### src/rtl/dshot_pkg.sv
// Shared definitions for the DShot600 receive path.
// Holds the frame constants, the receiver state encoding and the DShot
// 4-bit checksum function used by dshot_rx_channel.
package dshot_pkg;

    localparam int unsigned DSHOT_FRAME_BITS   = 16;
    localparam int unsigned DSHOT_CMD_MAX      = 47;
    localparam int unsigned DSHOT_THROTTLE_MIN = 48;

    typedef enum logic [1:0] {
        ST_IDLE,
        ST_HIGH,
        ST_LOW
    } dshot_state_t;

    // XOR of the three nibbles of the 12-bit payload (throttle + telemetry).
    function automatic logic [3:0] dshot_crc(input logic [11:0] v);
        return v[3:0] ^ v[7:4] ^ v[11:8];
    endfunction

endpackage

### src/rtl/dshot_rx_channel_if.sv
// Decoded-output bundle of one DShot receive channel.
//   target_speed  : BL-Ctrl speed 0..249
//   motor_enable  : motor armed
//   frame_valid   : 1-cycle pulse per good throttle frame
//   crc_error     : 1-cycle pulse per frame with bad checksum
//   cmd_valid     : 1-cycle pulse per good command frame (1..47)
//   cmd           : last command value
//   telemetry_req : telemetry bit of the last good frame
// master: the receiver driving the bundle; slave: the consumer.
interface dshot_rx_channel_if;

    logic [7:0] target_speed;
    logic       motor_enable;
    logic       frame_valid;
    logic       crc_error;
    logic       cmd_valid;
    logic [5:0] cmd;
    logic       telemetry_req;

    modport master (
        output target_speed, motor_enable, frame_valid, crc_error,
               cmd_valid, cmd, telemetry_req
    );

    modport slave (
        input  target_speed, motor_enable, frame_valid, crc_error,
               cmd_valid, cmd, telemetry_req
    );

endinterface

### src/rtl/dshot_rx_array.sv
// Eight DShot receive channels feeding blctrlHandler.
// Ports:
//   clk, rst_n      : clock and asynchronous active-low reset
//   dshot_in[7:0]   : raw DShot lines, one per motor
//   targetSpeedFlat : channel n speed in [8n+7:8n] (channel 7 in [63:56])
//   motorEnable     : per-channel motor enable
//   frame_valid, crc_error, cmd_valid, telemetry_req : per-channel flags
//   cmd_flat        : channel n command in [6n+5:6n]
module dshot_rx_array
    import dshot_pkg::*;
#(
    parameter int unsigned BIT_THRESH  = 15,
    parameter int unsigned MIN_HIGH    = 4,
    parameter int unsigned MAX_HIGH    = 24,
    parameter int unsigned FRAME_GAP   = 40,
    parameter int unsigned TIMEOUT_CYC = 800000
) (
    input  logic        clk,
    input  logic        rst_n,
    input  logic [7:0]  dshot_in,
    output logic [63:0] targetSpeedFlat,
    output logic [7:0]  motorEnable,
    output logic [7:0]  frame_valid,
    output logic [7:0]  crc_error,
    output logic [7:0]  cmd_valid,
    output logic [7:0]  telemetry_req,
    output logic [47:0] cmd_flat
);

    for (genvar g = 0; g < 8; g++) begin : g_ch
        dshot_rx_channel_if bus ();

        dshot_rx_channel #(
            .BIT_THRESH  (BIT_THRESH),
            .MIN_HIGH    (MIN_HIGH),
            .MAX_HIGH    (MAX_HIGH),
            .FRAME_GAP   (FRAME_GAP),
            .TIMEOUT_CYC (TIMEOUT_CYC)
        ) u_ch (
            .clk      (clk),
            .rst_n    (rst_n),
            .dshot_in (dshot_in[g]),
            .rx       (bus.master)
        );

        assign targetSpeedFlat[8*g +: 8] = bus.target_speed;
        assign motorEnable[g]            = bus.motor_enable;
        assign frame_valid[g]            = bus.frame_valid;
        assign crc_error[g]              = bus.crc_error;
        assign cmd_valid[g]              = bus.cmd_valid;
        assign telemetry_req[g]          = bus.telemetry_req;
        assign cmd_flat[6*g +: 6]        = bus.cmd;
    end

endmodule

### src/rtl/dshot_rx_channel.sv
// Single-channel DShot600 frame receiver.
// Ports:
//   clk      : system clock (16 MHz default timing)
//   rst_n    : asynchronous active-low reset
//   dshot_in : raw DShot line, asynchronous to clk
//   rx       : decoded outputs (dshot_rx_channel_if.master)
// The line is synchronised (2 flops) and edge-detected; pulse widths are
// measured on the synchronised signal, 16 bits are shifted in MSB first,
// then checksum, command/throttle decode and a failsafe timeout are applied.
module dshot_rx_channel
    import dshot_pkg::*;
#(
    parameter int unsigned BIT_THRESH  = 15,
    parameter int unsigned MIN_HIGH    = 4,
    parameter int unsigned MAX_HIGH    = 24,
    parameter int unsigned FRAME_GAP   = 40,
    parameter int unsigned TIMEOUT_CYC = 800000
) (
    input  logic                clk,
    input  logic                rst_n,
    input  logic                dshot_in,
    dshot_rx_channel_if.master  rx
);

    localparam int unsigned HW = $clog2(MAX_HIGH + 2);
    localparam int unsigned LW = $clog2(FRAME_GAP + 2);
    localparam int unsigned TW = $clog2(TIMEOUT_CYC + 1);

    localparam logic [HW-1:0] BIT_THRESH_C = HW'(BIT_THRESH);
    localparam logic [HW-1:0] MIN_HIGH_C   = HW'(MIN_HIGH);
    localparam logic [HW-1:0] MAX_HIGH_C   = HW'(MAX_HIGH);
    localparam logic [LW-1:0] FRAME_GAP_C  = LW'(FRAME_GAP);
    localparam logic [TW-1:0] TIMEOUT_C    = TW'(TIMEOUT_CYC);

    logic [1:0]    sync_q;
    logic          line, line_q, rise;

    dshot_state_t  state, state_n;
    logic [HW-1:0] high_cnt, high_cnt_n;
    logic [LW-1:0] low_cnt, low_cnt_n, low_inc;
    logic [3:0]    bit_cnt, bit_cnt_n;
    logic [15:0]   shreg, shreg_n;
    logic          bit_val, frame_done;
    logic [15:0]   frame_word;

    logic [11:0]   v;
    logic [10:0]   thr;
    logic          crc_ok, good, is_cmd, is_disarm;
    logic [7:0]    speed_calc;
    logic [TW-1:0] tmo;

    assign line = sync_q[1];
    assign rise = line & ~line_q;

    always_ff @(posedge clk or negedge rst_n) begin
        if (!rst_n) begin
            sync_q   <= '0;
            line_q   <= 1'b0;
            state    <= ST_IDLE;
            high_cnt <= '0;
            low_cnt  <= '0;
            bit_cnt  <= '0;
            shreg    <= '0;
        end else begin
            sync_q   <= {sync_q[0], dshot_in};
            line_q   <= line;
            state    <= state_n;
            high_cnt <= high_cnt_n;
            low_cnt  <= low_cnt_n;
            bit_cnt  <= bit_cnt_n;
            shreg    <= shreg_n;
        end
    end

    always_comb begin
        state_n    = state;
        high_cnt_n = high_cnt;
        low_cnt_n  = low_cnt;
        bit_cnt_n  = bit_cnt;
        shreg_n    = shreg;
        frame_done = 1'b0;
        bit_val    = (high_cnt >= BIT_THRESH_C);
        frame_word = {shreg[14:0], bit_val};
        // low counter saturates just above the gap threshold
        low_inc    = (low_cnt > FRAME_GAP_C) ? low_cnt : low_cnt + 1'b1;

        case (state)
            ST_IDLE: begin
                if (line) begin
                    low_cnt_n = '0;
                    if (rise && (low_cnt > FRAME_GAP_C)) begin
                        state_n    = ST_HIGH;
                        high_cnt_n = HW'(1);
                        bit_cnt_n  = '0;
                    end
                end else begin
                    low_cnt_n = low_inc;
                end
            end
            ST_HIGH: begin
                if (line) begin
                    if (high_cnt >= MAX_HIGH_C) begin
                        state_n   = ST_IDLE;
                        low_cnt_n = '0;
                    end else begin
                        high_cnt_n = high_cnt + 1'b1;
                    end
                end else if (high_cnt < MIN_HIGH_C) begin
                    state_n   = ST_IDLE;
                    low_cnt_n = LW'(1);
                end else begin
                    shreg_n   = frame_word;
                    bit_cnt_n = bit_cnt + 1'b1;
                    if (bit_cnt == 4'(DSHOT_FRAME_BITS - 1)) begin
                        frame_done = 1'b1;
                        state_n    = ST_IDLE;
                        low_cnt_n  = '0;
                    end else begin
                        state_n   = ST_LOW;
                        low_cnt_n = LW'(1);
                    end
                end
            end
            ST_LOW: begin
                if (line) begin
                    state_n    = ST_HIGH;
                    high_cnt_n = HW'(1);
                end else begin
                    // carry the count so the next rise can open a frame
                    low_cnt_n = low_inc;
                    if (low_inc > FRAME_GAP_C) state_n = ST_IDLE;
                end
            end
            default: state_n = ST_IDLE;
        endcase
    end

    // frame decode, evaluated on the cycle the 16th bit is shifted in
    assign v          = frame_word[15:4];
    assign thr        = v[11:1];
    assign crc_ok     = (frame_word[3:0] == dshot_crc(v));
    assign good       = frame_done & crc_ok;
    assign is_disarm  = (thr == '0);
    assign is_cmd     = !is_disarm && (thr <= 11'(DSHOT_CMD_MAX));
    assign speed_calc = 8'((thr - 11'(DSHOT_THROTTLE_MIN)) >> 3);

    always_ff @(posedge clk or negedge rst_n) begin
        if (!rst_n) begin
            rx.target_speed  <= '0;
            rx.motor_enable  <= 1'b0;
            rx.frame_valid   <= 1'b0;
            rx.crc_error     <= 1'b0;
            rx.cmd_valid     <= 1'b0;
            rx.cmd           <= '0;
            rx.telemetry_req <= 1'b0;
            tmo              <= TIMEOUT_C;
        end else begin
            rx.frame_valid <= good & ~is_cmd;
            rx.crc_error   <= frame_done & ~crc_ok;
            rx.cmd_valid   <= good & is_cmd;
            if (good) begin
                // a good frame takes priority over a coincident expiry
                rx.telemetry_req <= v[0];
                tmo              <= TIMEOUT_C;
                if (is_cmd) begin
                    rx.cmd <= thr[5:0];
                end else if (is_disarm) begin
                    rx.motor_enable <= 1'b0;
                    rx.target_speed <= '0;
                end else begin
                    rx.motor_enable <= 1'b1;
                    rx.target_speed <= speed_calc;
                end
            end else if (tmo != '0) begin
                tmo <= tmo - 1'b1;
                if (tmo == TW'(1)) begin
                    rx.motor_enable <= 1'b0;
                    rx.target_speed <= '0;
                end
            end
        end
    end

endmodule

### config.mk
export PLATFORM = sky130hd
export DESIGN_NAME = dshot_rx_array
export DESIGN_NICKNAME = d
export VERILOG_FILES = /design/src/rtl/dshot_pkg.sv /design/src/rtl/dshot_rx_channel_if.sv /design/src/rtl/dshot_rx_array.sv /design/src/rtl/dshot_rx_channel.sv
export SDC_FILE = /design/constraint.sdc
export NUM_CORES = 1
export LEC_CHECK = 0
export BUFFER_PORTS_ARGS = -buffer_cell sky130_fd_sc_hd__buf_2
export CAP_MARGIN = 20
export CORE_AREA = 2 2 415 253
export DETAILED_ROUTE_END_ITERATION = 6
export DIE_AREA = 0 0 417 255
export SETUP_SLACK_MARGIN = 0.4
export SKIP_LAST_GASP = 1
export SYNTH_ARGS = -nofsm -noshare
export SYNTH_HDL_FRONTEND = slang
export SYNTH_SLANG_ARGS = --single-unit
export TNS_END_PERCENT = 5
### constraint.sdc
create_clock -name clk -period 3.7 [get_ports clk]
set_clock_uncertainty 0.2 [all_clocks]
set_input_delay 0.37 -clock clk [delete_from_list [all_inputs] [get_ports clk]]
set_output_delay 0.37 -clock clk [all_outputs]
set_load 0.01 [all_outputs]
== Word level (Yosys, flattened, before mapping) ==
Cells that the tools add are included.

* Register bits after elaboration: 592
* Bits of input ports: 10

* Add/sub/neg operators: 40
* $lt $le $gt $ge: 48
* Equal/unequal tests: 128
* Multiplexer cells: 352
* Bitwise logic cells: 96
* Reductions and logical operators: 136

{| class="wikitable"
|+ Operator list
! kind !! count
|-
| 20-bit two-way mux || 16
|-
| 8-bit two-way mux || 40
|-
| 6-bit two-way mux || 48
|-
| 5-bit two-way mux || 40
|-
| 20-bit by 1-bit equality test with 1-bit output (second input constant) || 8
|-
| 20-bit nonzero test || 8
|-
| 20-bit by 1-bit subtractor with 20-bit output (second input constant) || 8
|-
| 6-bit case mux with 3 select lines || 8
|-
| 2-bit two-way mux || 64
|-
| 4-bit two-way mux || 32
|-
| 5-bit case mux with 3 select lines || 8
|-
| 6-bit greater-than comparator (second input constant) || 16
|-
| 11-bit by 6-bit less-or-equal comparator with 1-bit output (second input constant) || 8
|-
| 11-bit logical NOT || 8
|-
| 11-bit by 6-bit subtractor with 11-bit output (second input constant) || 8
|-
| 1-bit two-way mux || 80
|-
| 2-bit != test (second input constant) || 40
|-
| 3-bit AND reduction || 24
|-
| 2-bit by 1-bit != test with 1-bit output (second input constant) || 32
|-
| 4-bit case mux with 2 select lines || 8
|-
| 4-bit bitwise XOR || 16
|-
| 6-bit by 1-bit adder with 6-bit output (second input constant) || 8
|-
| 2-bit case mux with 3 select lines || 8
|-
| 6-bit AND reduction || 8
|-
| other kinds (21) || 256
|}

== Longest topological paths before layout ==
* Depth after elaboration: 8
* Gate-level depth with buffers: 11
* Depth with buffers taken out: 9

== Modules after synthesis ==
Synthesis repeated with hierarchy kept, for this count alone.

* Cells, all modules: 2999
* Area total of the unflattened synthesis: 30948.4 sq um

{| class="wikitable"
|+ By module, submodules not included
! module !! times used !! cells each !! area each (sq um) !! sequential area each (sq um)
|-
| dshot_rx_channel (g_ch[0].u_ch ...) || 7 || 370 || 3837.4 || 1859.3
|-
| dshot_rx_channel (g_ch[7].u_ch) || 1 || 369 || 3786.1 || 1859.3
|-
| dshot_rx_array || 1 || 40 || 300.3 || 0.0
|}

== Least setup slack after synthesis ==
OpenSTA, ideal clock, no wires.

* Path kind: register -> register
* From: register g_ch[6].u_ch.high_cnt[0]
* To: register g_ch[6].u_ch.rx.cmd[0] (netlist bit)
* Library setup time: 0.125 ns
* Data arrival time: 2.376 ns
* Data required time: 3.375 ns
* Setup slack: 0.999 ns
* Cell stages (with the launch flop): 11
* Buffers on the path: 2
* Period minus slack after synthesis: 2.701 ns
* Cells stage by stage: dfrtp_1 > ha_1 > and3_1 > ha_1 > a211oi_1 > xnor2_1 > and4_1 > clkbuf_1 > nor2b_1 > buf_2 > mux2_2

* Cells in the longest elaborated chain, start to end: 6

{| class="wikitable"
|+ RTL lines
! item !! line !! text
|-
| start: declaration || dshot_rx_channel.sv:39 || <nowiki>logic [HW-1:0] high_cnt, high_cnt_n;</nowiki>
|-
| start signal: assignment || dshot_rx_channel.sv:68 || <nowiki>high_cnt <= high_cnt_n;</nowiki>
|-
| 5-bit by 3-bit less-than comparator with 1-bit output || dshot_rx_channel.sv:108 || <nowiki>end else if (high_cnt < MIN_HIGH_C) begin</nowiki>
|-
| 1-bit two-way mux || dshot_rx_channel.sv:108 ||
|-
| 1-bit two-way mux || dshot_rx_channel.sv:101 || <nowiki>if (line) begin</nowiki>
|-
| 1-bit two-way mux || dshot_rx_channel.sv:87 || <nowiki>case (state)</nowiki>
|-
| 1-bit AND (*) || dshot_rx_channel.sv:142 || <nowiki>assign good = frame_done & crc_ok;</nowiki>
|-
| 2-bit AND reduction (no line) (*) || - ||
|-
| end signal: assignment || dshot_rx_channel.sv:166 || <nowiki>rx.cmd <= thr[5:0];</nowiki>
|-
| end: declaration || dshot_rx_channel_if.sv:22 || <nowiki>cmd_valid, cmd, telemetry_req</nowiki>
|}

Mark *: on every way between the ends. The rest lies on a longest branch, timed or not.
A chain may end at the register's enable or synchronous reset.

== Final worst setup path ==
* From: register g_ch[7].u_ch.state[1]
* To: register g_ch[7].u_ch.rx.motor_enable

* Cells in the longest elaborated chain, start to end: 5

{| class="wikitable"
|+ RTL lines
! item !! line !! text
|-
| start: declaration || dshot_rx_channel.sv:38 || <nowiki>dshot_state_t state, state_n;</nowiki>
|-
| start signal: assignment || dshot_rx_channel.sv:67 || <nowiki>state <= state_n;</nowiki>
|-
| 2-bit by 1-bit equality test with 1-bit output (*) || dshot_rx_channel.sv:87 ||
|-
| 1-bit two-way mux (*) || dshot_rx_channel.sv:87 ||
|-
| 1-bit AND (*) || dshot_rx_channel.sv:142 ||
|-
| 2-bit != test (no line) or 2-bit nonzero test (tied branches) || - ||
|-
| 3-bit AND reduction (no line) || - ||
|-
| end signal: assignment || dshot_rx_channel.sv:150 || <nowiki>rx.motor_enable <= 1'b0;</nowiki>
|-
| end signal: assignment || dshot_rx_channel.sv:168 || <nowiki>rx.motor_enable <= 1'b0;</nowiki>
|-
| end signal: assignment || dshot_rx_channel.sv:171 || <nowiki>rx.motor_enable <= 1'b1;</nowiki>
|-
| end: declaration || dshot_rx_channel_if.sv:21 || <nowiki>output target_speed, motor_enable, frame_valid, crc_error,</nowiki>
|}

Marks and branches as above.

==> results.tsv <==
stage	metric	value	unit
critical_path	CP max stage cell	nor4_1	
pwr	switching pwr	3.27	mW
placed_design	GP Congestion	0.813	
sta	Max Clk Rate	306	MHz
drt	First-pass DRT Iterations	6	
yosys	cell taking the most area after synthesis	dfrtp_1	
clock_network	CTS clock-pin slew for the worst setup and hold paths	60	ps
placed_design	I/O Buffers	161	
sta	Final period util	88.3	%
sta	unrepaired setup endpoints after global routing	yes	
yosys	asr flop ratio synth	100	%
floorplan	height of the die	255	um
global_route	Congestion Overflow GR	0	
drt	wirelength, routed	66.1	mm
clock_network	clock buffer depth	3	
finish	post-layout util	34.1	%
sta	Fin Setup TNS	0	ps
global_route	total track usage	12.3	%
finish	layout cells sized above 1	16.4	%
yosys	Mapped Area	30500	um2
finish	Area Growth Syn to Fin	15.4	%
placed_design	post-DP HPWL	46.5	mm
drt	vias per cell	4.78	
yosys	EDFF count, synth	0	
drt	routed len/inst	14.4	um
yosys	mean post-synth cell area	10.1	um2
sta	Final Hold Fails	0	
sta	final setup violation count	0	
clock_network	CTS sink count	592	
pwr	peak supply drop	352	uV
critical_path	kind of critical path	flip-flop to flip-flop	
pwr	Clk pwr share	48.0	%
critical_path	Top delay family on crit path	simple AND/OR/NAND/NOR gates	
yosys	Mapped Cells	3031	
yosys	Synth area leaders	dfrtp_1 45%, mux2_2 4.8%, xnor2_1 4.8%	
critical_path	WP buf/inv	3	
sta	Fin Hold WS	150	ps
yosys	Ys Warns	0	
floorplan	die area	106000	um2
yosys	syn_nets	3153	
floorplan	Starting Density	29.5	%
critical_path	crit end category	flip-flop	
floorplan	core area	103000	um2
pwr	pwr/cell area	401	nW/um2
drt	DRT iter0 DRCs	1535	
sta	Max transition margin	30.7	%
sta	setup ws final	434	ps
yosys	Top FF cell, synth	dfrtp_1	
yosys	Unique masters post-synth	81	
outcome	status	completed	
finish	Antenna Cells	0	
min_path	Hold Path Class	flip-flop to flip-flop	
finish	post-route insts no fill	4602	
pwr	combinational power share	4.2	%
critical_path	Worst Path Arrival	3640	ps
yosys	FF+latch count, synth	592	
drt	Via Count	22000	
global_route	vias in the first global route	20600	
clock_network	CTS buffer count	61	
pwr	Pleak	16.9	nW
critical_path	CP Data Required Time	4080	ps
finish	Final #Nets	3309	
pwr	sw frac	23.2	%
sta	Least-Margin Pin Slew	1030	ps
placed_design	dpl cells	4476	
pwr	Flop pwr share	47.8	%
critical_path	crit-path max FO	11	
critical_path	cells along the critical path	inv_1, ha_1, clkinv_1, nor4_1, nand4_1, buf_4, a41oi_2, a21bo_2	
sta	crit path time final	3270	ps
floorplan	die span in x	417	um
clock_network	clock tree from TritonCTS	yes	
global_route	initial antenna violation count	0	
floorplan	IO Count	162	
drt	DRC	0	
finish	Fillers	10300	
job	max cap viols	0	
sta	Slew Limit Fails	0	
placed_design	Place WS	379	ps
clock_network	Root Driver	clkbuf_16	
clock_network	H-tree depth	2	
floorplan	std cell rows	92	
drt	Antenna Nets Post-Route	0	
yosys	sequential area share after synthesis	48.8	%
clock_network	Clock Latency Late Sink	640	ps
global_route	largest net degree at the start of global routing	84	
critical_path	CP max stage delay	750	ps
critical_path	CP Launch Type	flip-flop	
pwr	Int Pwr	10.8	mW
yosys	Synth top area share	44.6	%
global_route	first-pass GRT wire length	110	mm
==> per-layer routing <==
layer | global-route usage (%) | share of wire [%]
met5 | 0 | 0
met4 | 2.66 | 1.8
met3 | 2.37 | 4.2
met2 | 16.8 | 39
met1 | 19.7 | 55
==> cell usage after synthesis (34+ instances only) <==
master and n:
mux2_2 130, nand2_1 296, clkbuf_1 74, ha_1 112, o21ai_0 152, nand4_1 50, a21oi_1 118, xnor2_1 167
buf_4 40, nor4_1 64, or3_1 49, xor2_1 90, nor3_1 101, o2bb2ai_1 51, nand3_1 76, dfrtp_1 544
dfstp_2 48, inv_1 139, nand2b_1 39, nor2_1 264, a22o_1 34
==> power groups by stage <==
stage	clock [mW]	combinational (mW)	sequential, mW
after floorplan	0	0.389	6.78
after global placement	0	0.582	6.86
after detailed placement	0	0.591	6.85
after CTS	7.04	0.601	6.74
after global routing	7.32	0.693	6.76
final	6.78	0.588	6.74
==> logic make-up after synthesis <==
family	share of synthesized area, %
XOR/XNOR	7.45
buffers and inverters	3.81
flip-flops	48.8
AO/OA/AOI/OAI	11.2
adder cells (fa/ha/maj)	4.59
AND/OR/NAND/NOR	18.5
multiplexers	5.70
==> layout make-up <==
class / count / area [um2] / area share (%)
Clock buffer: 83 / 1710 / 4.85
Clock inverter: 32 / 483 / 1.37
Inverter: 140 / 526 / 1.49
Multi-Input combinational cell: 2174 / 14500 / 41.2
Sequential cell: 592 / 14900 / 42.3
Tap cell: 1363 / 1710 / 4.84
Timing Repair Buffer: 218 / 1390 / 3.95
==> worst paths after layout <==
kind                                           endpoint                    from  cells past startpoint  slack (ps)
setup / recovery           g_ch[7].u_ch.rx.motor_enable   g_ch[7].u_ch.state[1]                      8         430
hold / removal                   g_ch[5].u_ch.sync_q[1]  g_ch[5].u_ch.sync_q[0]                      0         150
setup reg to reg           g_ch[7].u_ch.rx.motor_enable   g_ch[7].u_ch.state[1]                      8         430
hold reg to reg                  g_ch[5].u_ch.sync_q[1]  g_ch[5].u_ch.sync_q[0]                      0         150
max in group asynchronous           g_ch[3].u_ch.tmo[7]                   rst_n                      3        2150
min in group asynchronous       g_ch[7].u_ch.low_cnt[1]                   rst_n                      2         180
==> registers in the layout, indices dropped and copies added (netlist names), 32 cells and up <==
register / cells
g_ch.u_ch.rx.target_speed: 64
g_ch.u_ch.high_cnt: 40
g_ch.u_ch.rx.cmd: 48
g_ch.u_ch.shreg: 120
g_ch.u_ch.low_cnt: 48
g_ch.u_ch.tmo: 160
g_ch.u_ch.bit_cnt: 32
==> worst reg2reg max path, cell delays in order (launching register included) <==
cell and delay (ps):
dfrtp_1 430, inv_1 100, ha_1 340, clkinv_1 310, nor4_1 750, nand4_1 170
buf_4 240, a41oi_2 460, a21bo_2 220
==> cells in the final DEF, fill, tap and decap left out, types with 13 or more instances in the layout <==
cell	synthesis	routed
o31ai_1	19	19
nand3b_1	19	19
nor3_1	101	95
nand2_1	296	296
nand3_1	76	76
nor2b_1	26	26
mux2i_1	23	22
mux2_2	130	130
xnor2_1	167	167
ha_1	112	112
and3_1	31	31
nor2_1	264	264
a31oi_1	22	22
o21ai_0	152	152
nand2b_1	39	39
nor4_1	64	64
nand4_1	50	50
o2bb2ai_1	51	51
clkbuf_16	0	61
a21oi_1	118	118
a211oi_1	14	14
dfstp_2	48	48
buf_4	40	38
and2_1	29	29
or2_2	13	13
or4_1	23	23
a22o_1	34	34
buf_2	8	160
xor2_1	90	90
or3_1	49	49
dfrtp_1	544	544
inv_1	139	139
==> repair_timing <==
item / CTS / global route
buffers inserted: 0 / 2
endpoints found under the hold margin: 63 / 0
resized for setup: 0 / 1
setup endpoints to repair: 14 / 42
hold buffers: 9 / 0
pin swaps: 0 / 1
==> stage by stage <==
step,cell area (um2),power [mW]
final,35200,14.1
after global routing,35200,14.8
after CTS,35200,14.4
after detailed placement,32900,7.45
after global placement,32900,7.44
after floorplan,30500,7.17
Power figures use the tool's default switching activity.
